## config.mk

```make
export PLATFORM = sky130hd
export DESIGN_NAME = systolic_feeder
export DESIGN_NICKNAME = d
export VERILOG_FILES = /design/src/rtl/systolic_feeder.sv
export SDC_FILE = /design/constraint.sdc
export NUM_CORES = 2
export LEC_CHECK = 0
export CAP_MARGIN = 0
export CORE_MARGIN = 2
export CORE_UTILIZATION = 40
export DETAILED_ROUTE_END_ITERATION = 10
export GPL_ROUTABILITY_DRIVEN = 1
export PLACE_DENSITY = 0.71
export SETUP_SLACK_MARGIN = 0.5
export SYNTH_ARGS = -nofsm -noshare
export SYNTH_HDL_FRONTEND = slang
export SYNTH_SLANG_ARGS = --single-unit
```

## constraint.sdc

```tcl
create_clock -name clk_i -period 3.4 [get_ports clk_i]
set_clock_uncertainty 0.15 [all_clocks]
set_input_delay 0.85 -clock clk_i [delete_from_list [all_inputs] [get_ports clk_i]]
set_output_delay 0.85 -clock clk_i [all_outputs]
set_load 0.005 [all_outputs]
```

## src/rtl/systolic_feeder.sv

```systemverilog
// Skews a 4x4 A/B matrix pair into systolic-array edge streams (rows left, columns top).
// Optional macro SYSTOLIC_FEEDER_ARR_CLEAR_EN adds a one-cycle array-clear state and arr_rst_no.
module systolic_feeder_lane #(
    parameter int DATA_WIDTH = 32,
    parameter int LANE       = 0
) (
    input  logic [3:0]                 step,
    input  logic [3:0][DATA_WIDTH-1:0] vec,
    output logic [DATA_WIDTH-1:0]      q
);
    logic [3:0] diff;

    assign diff = step - 4'(LANE);
    assign q    = (step >= 4'(LANE) && diff < 4'd4) ? vec[diff[1:0]] : '0;
endmodule

module systolic_feeder #(
    parameter int DATA_WIDTH = 32
) (
    input  logic                  clk_i,
    input  logic                  rst_i,
    input  logic                  wr_en_i,
    input  logic                  wr_sel_i,
    input  logic [3:0]            wr_addr_i,
    input  logic [DATA_WIDTH-1:0] wr_data_i,
    input  logic                  start_i,
    output logic [DATA_WIDTH-1:0] left_o_0,
    output logic [DATA_WIDTH-1:0] left_o_1,
    output logic [DATA_WIDTH-1:0] left_o_2,
    output logic [DATA_WIDTH-1:0] left_o_3,
    output logic [DATA_WIDTH-1:0] up_o_0,
    output logic [DATA_WIDTH-1:0] up_o_1,
    output logic [DATA_WIDTH-1:0] up_o_2,
    output logic [DATA_WIDTH-1:0] up_o_3,
    output logic                  valid_o,
    output logic                  busy_o,
    output logic                  done_o
`ifdef SYSTOLIC_FEEDER_ARR_CLEAR_EN
    ,
    output logic                  arr_rst_no
`endif
);
    localparam logic [2:0] S_IDLE  = 3'd0;
    localparam logic [2:0] S_FEED  = 3'd1;
    localparam logic [2:0] S_FLUSH = 3'd2;
    localparam logic [2:0] S_DONE  = 3'd3;
`ifdef SYSTOLIC_FEEDER_ARR_CLEAR_EN
    localparam logic [2:0] S_CLEAR = 3'd4;
`endif

    logic [2:0] state, state_nxt;
    logic [3:0] cnt, cnt_nxt;
    logic       wr_ok;

    logic [15:0][DATA_WIDTH-1:0] a_mem, b_mem, a_nxt, b_nxt;
    logic [3:0][3:0][DATA_WIDTH-1:0] a_row, b_col;
    logic [3:0][DATA_WIDTH-1:0] left_d, up_d, left_q, up_q;

    assign wr_ok = wr_en_i && (state == S_IDLE) && !rst_i;

    always_ff @(posedge clk_i) begin
        if (wr_ok) begin
            if (wr_sel_i) b_mem[wr_addr_i] <= wr_data_i;
            else          a_mem[wr_addr_i] <= wr_data_i;
        end
    end

    // Write-through view so a write on the start edge is streamed by that run.
    always_comb begin
        a_nxt = a_mem;
        b_nxt = b_mem;
        if (wr_ok) begin
            if (wr_sel_i) b_nxt[wr_addr_i] = wr_data_i;
            else          a_nxt[wr_addr_i] = wr_data_i;
        end
    end

    always_comb begin
        state_nxt = state;
        cnt_nxt   = cnt;
        case (state)
            S_IDLE: begin
                cnt_nxt = 4'd0;
`ifdef SYSTOLIC_FEEDER_ARR_CLEAR_EN
                if (start_i) state_nxt = S_CLEAR;
`else
                if (start_i) state_nxt = S_FEED;
`endif
            end
`ifdef SYSTOLIC_FEEDER_ARR_CLEAR_EN
            S_CLEAR: begin
                state_nxt = S_FEED;
                cnt_nxt   = 4'd0;
            end
`endif
            S_FEED: begin
                cnt_nxt = cnt + 4'd1;
                if (cnt == 4'd6) state_nxt = S_FLUSH;
            end
            S_FLUSH: begin
                cnt_nxt = cnt + 4'd1;
                if (cnt == 4'd10) state_nxt = S_DONE;
            end
            S_DONE: begin
                state_nxt = S_IDLE;
                cnt_nxt   = 4'd0;
            end
            default: begin
                state_nxt = S_IDLE;
                cnt_nxt   = 4'd0;
            end
        endcase
    end

    always_ff @(posedge clk_i) begin
        if (rst_i) begin
            state <= S_IDLE;
            cnt   <= 4'd0;
        end else begin
            state <= state_nxt;
            cnt   <= cnt_nxt;
        end
    end

    genvar gi, gj;
    generate
        for (gi = 0; gi < 4; gi++) begin : g_lane
            for (gj = 0; gj < 4; gj++) begin : g_tap
                assign a_row[gi][gj] = a_nxt[4*gi+gj];
                assign b_col[gi][gj] = b_nxt[4*gj+gi];
            end
            systolic_feeder_lane #(.DATA_WIDTH(DATA_WIDTH), .LANE(gi)) u_left (
                .step(cnt_nxt), .vec(a_row[gi]), .q(left_d[gi])
            );
            systolic_feeder_lane #(.DATA_WIDTH(DATA_WIDTH), .LANE(gi)) u_up (
                .step(cnt_nxt), .vec(b_col[gi]), .q(up_d[gi])
            );
        end
    endgenerate

    // Data registers are loaded with the step the FSM is about to enter.
    always_ff @(posedge clk_i) begin
        if (rst_i) begin
            left_q <= '0;
            up_q   <= '0;
        end else if (state_nxt == S_FEED) begin
            left_q <= left_d;
            up_q   <= up_d;
        end else begin
            left_q <= '0;
            up_q   <= '0;
        end
    end

    assign left_o_0 = left_q[0];
    assign left_o_1 = left_q[1];
    assign left_o_2 = left_q[2];
    assign left_o_3 = left_q[3];
    assign up_o_0   = up_q[0];
    assign up_o_1   = up_q[1];
    assign up_o_2   = up_q[2];
    assign up_o_3   = up_q[3];
    assign valid_o  = (state == S_FEED);
    assign busy_o   = (state != S_IDLE);
    assign done_o   = (state == S_DONE);
`ifdef SYSTOLIC_FEEDER_ARR_CLEAR_EN
    assign arr_rst_no = (state != S_CLEAR);
`endif
endmodule

```

==> flow_metrics.env <==
export IMPL_cts_buffer_depth=3
export IMPL_power_density_mw_per_mm2=568.5
export IMPL_period_minus_slack_ns=3.085
export IMPL_p_sw_w=0.007531
export IMPL_fin_ws_ns=0.3151
export IMPL_internal_power_w=0.02580
export IMPL_drtIter0Drc=2305
export IMPL_cp_start_kind="register"
export IMPL_cts_tree="built"
export IMPL_synth_edf_count=0
export IMPL_worstPathRequired_ns=3.91
export IMPL_drive_above_1_share_pct=36.97
export IMPL_die_area_mm2=0.1196
export IMPL_synth_seq_area_share_pct=55.13
export IMPL_fp_dieH_um=345.8
export IMPL_arrival_ns=3.59
export IMPL_p_leak_nw=23.13
export IMPL_path_max_fanout=7
export IMPL_synthCells=4024
export IMPL_critPathKind="register to register"
export IMPL_timing_rr_start="state[0]$_SDFF_PP0_"
export IMPL_maxSlewViolCount=0
export IMPL_use_met2_pct=34.92
export IMPL_htreeDepth=4
export IMPL_clkLatencyLatePin_ns=0.74
export IMPL_synthFlopType="dfxtp_1"
export IMPL_status="completed"
export IMPL_grt_pass1_vias=32050
export IMPL_hp_class="register to register"
export IMPL_ioPinCount=300
export IMPL_io_buffers=299
export IMPL_met3_usage_pct=3.383
export IMPL_yosysWarnings=0
export IMPL_grt_pass1_wl_um=201000
export IMPL_gp_congestion=0.8338
export IMPL_max_cap_viol_count=0
export IMPL_fmax_mhz=324.2
export IMPL_syn_cell_area_mm2=0.04673
export IMPL_synth_nets=4072
export IMPL_antenna_found_initial=9
export IMPL_met1_usage_pct=29.83
export IMPL_antenna_left=0
export IMPL_root_buffer="clkbuf_16"
export IMPL_grt_use_total_pct=21.73
export IMPL_tightest_slew_ns=0.9979
export IMPL_pwr_share_comb_pct=6.4
export IMPL_fp_dieW_um=345.8
export IMPL_dpl_worst_slack_ns=-0.07864
export IMPL_ys_ff_latch=1287
export IMPL_setup_violations=0
export IMPL_grt_start_max_net_pins=82
export IMPL_dp_cells=5638
export IMPL_ys_types=63
export IMPL_dp_hpwl_um=79650
export IMPL_wl_per_cell_um=22.82
export IMPL_slew_headroom_pct=33.03
export IMPL_async_flop_share_pct=0
export IMPL_rsz0062_at_grt="true"
export IMPL_vias=32840
export IMPL_hp_start="a_mem[503]$_DFF_P_"
export IMPL_hold_violations=0
export IMPL_synth_avg_cell_area_um2=11.61
export IMPL_crit_start="state[0]$_SDFF_PP0_"
export IMPL_routed_wl_um=135300
export IMPL_multiInputGateArea_mm2=0.02057
export IMPL_fin_util_pct=50.53
export IMPL_syn_to_final_growth_pct=25.47
export IMPL_cts_hold_buffers=0
export IMPL_fin_crit_sh_pct=90.73
export IMPL_netSwitchingFraction_pct=22.59
export IMPL_nNetsFinal=4349
export IMPL_firstDrtPassIters=6
export IMPL_grt_overflow_total=0
export IMPL_cts_buffers=135
export IMPL_final_cells=5928
export IMPL_cts_clk_slew_worst_paths_ns=0.06
export IMPL_p_seq_share_pct=49.3
export IMPL_vdd_drop_max_mv=0.4811
export IMPL_num_fill_cells=10020
export IMPL_core_area_mm2=0.1160
export IMPL_drc_errors=0
export IMPL_numClockSinks=1287
export IMPL_grt_busiest_layer="met2"
export IMPL_clockPowerShare_pct=44.4
export IMPL_start_util_pct=40.27
export IMPL_vias_per_cell=5.539
export IMPL_seq_area_mm2=0.02578
export IMPL_endpoint_kind="register"
export IMPL_rows=125
power groups by stage:
| stage | Clock (W) | Sequential, W | Combinational, W |
|---|---|---|---|
| after floorplan | 0 | 0.0166 | 0.00146 |
| after global placement | 0 | 0.0167 | 0.00196 |
| after detailed placement | 0 | 0.0167 | 0.00203 |
| after CTS | 0.0150 | 0.0164 | 0.00208 |
| after global routing | 0.0156 | 0.0165 | 0.00229 |
| final | 0.0148 | 0.0164 | 0.00212 |
critical path: stages (launching register included):
cell      delay, ns
dfxtp_4        0.37
buf_6          0.13
xnor2_4        0.14
or3_4          0.43
buf_6          0.15
ha_4           0.18
inv_4          0.08
nor2_4         0.05
o311ai_4       0.25
or4b_4         0.57
buf_12         0.18
buf_16         0.15
a31oi_1        0.16
kinds of logic after synthesis:
kind of cell / Yosys count / synth area share [%]
adders and majority gates: 7 / 0.1874
muxes: 988 / 24.05
DFF: 1287 / 55.13
xor gates and xnor gates: 5 / 0.1259
and+or+nand+nor: 500 / 4.779
AOI/OAI and AO/OA: 827 / 12.25
buffers and inverters: 409 / 3.472
other: 1 / 0.008024
repair_timing:
item	4_1_cts	5_1_grt
endpoints found under the setup margin	150	201
gates resized for setup	130	94
pin swaps	15	11
cloned	10	3
buffers inserted	25	12
layout make-up:
cell class,instances,share of cell area [%]
multi-input combinational,2329,35.08
inverter,9,0.07895
timing repair buffer,539,9.992
antenna,1,0.004267
clock inverter,41,0.7425
tap,1524,3.252
clock buffer,198,6.879
sequential,1287,43.97
metal layers:
layer / wire (µm) / vias to the layer above / part of all wire [%]
met5: 36 / - / 0.027
li1: - / 15070 / -
met3: 7310 / 211 / 5.4
met1: 61580 / 16590 / 46
met2: 62750 / 964 / 46
met4: 3612 / 6 / 2.7
registers in the layout (all words and copies together), names as in the netlist:
signal and flops:
a_mem 512, b_mem 512, cnt 4, left_o_0 32, left_o_1 32, left_o_2 32
left_o_3 32, state 3, up_o_0 32, up_o_1 32, up_o_2 32, up_o_3 32
cells in the mapped netlist (8+ instances only):
| cell type | n | share of area [%] |
|---|---|---|
| nor2_1 | 28 | 0.22 |
| o211ai_1 | 23 | 0.37 |
| or3_1 | 41 | 0.55 |
| o21a_1 | 95 | 1.5 |
| o21bai_1 | 24 | 0.39 |
| a22oi_1 | 168 | 2.7 |
| a31oi_1 | 110 | 1.5 |
| a21oi_1 | 151 | 1.6 |
| nand2_1 | 347 | 2.8 |
| mux2_2 | 934 | 23 |
| nand3_1 | 17 | 0.18 |
| mux2_4 | 30 | 0.96 |
| o221ai_1 | 110 | 2.1 |
| buf_1 | 77 | 0.62 |
| buf_2 | 43 | 0.46 |
| a222oi_1 | 8 | 0.17 |
| clkbuf_1 | 275 | 2.2 |
| nor3_1 | 12 | 0.13 |
| a21o_1 | 44 | 0.71 |
| dfxtp_1 | 1287 | 55 |
| o2111ai_1 | 8 | 0.15 |
| mux2_1 | 24 | 0.58 |
| o21ai_0 | 64 | 0.69 |
| inv_1 | 8 | 0.064 |
final timing paths:
check                               to  slack [ns]  cells after the start
setup / recovery  up_o_1[3]$_SDFF_PP0_        0.32                     12
hold / removal      a_mem[503]$_DFF_P_        0.29                      2
setup reg to reg  up_o_1[3]$_SDFF_PP0_        0.32                     12
hold reg to reg     a_mem[503]$_DFF_P_        0.29                      2
stage by stage:
stage / power [W] / TNS (ns) / hold slack, ns / area, µm²
after global placement: 0.01865 / -0.8655 / 0.2697 / 52400
after CTS: 0.03351 / 0 / 0.2878 / 57870
after floorplan: 0.01810 / 0 / 0.2600 / 46880
after detailed placement: 0.01878 / -2.258 / 0.2786 / 52400
final: 0.03333 / 0 / 0.2867 / 58640
after global routing: 0.03443 / 0 / 0.3033 / 58640
cells in the final DEF (no fill, tap or decap), types with 7 or more instances in the layout:
cell	instances
and2_1	7
a21o_1	44
clkbuf_1	29
nand2_2	12
nor2_1	20
buf_2	23
o21ai_0	63
a21oi_4	10
a21oi_1	86
o221ai_1	110
dfxtp_1	1281
o21a_1	94
clkbuf_16	145
mux2_2	932
a21oi_2	55
inv_6	7
a31oi_4	28
clkdlybuf4s50_1	274
clkinv_2	22
nand3_2	12
nand2_1	334
clkbuf_8	27
mux2_1	24
or3_1	39
buf_16	10
buf_12	65
a222oi_1	8
o2111ai_1	8
a22oi_1	167
mux2_4	32
buf_6	28
a31oi_1	78
nor3_1	8
o21bai_1	24
o211ai_1	23
buf_4	132
No activity file was read; power rests on OpenSTA's default activity.
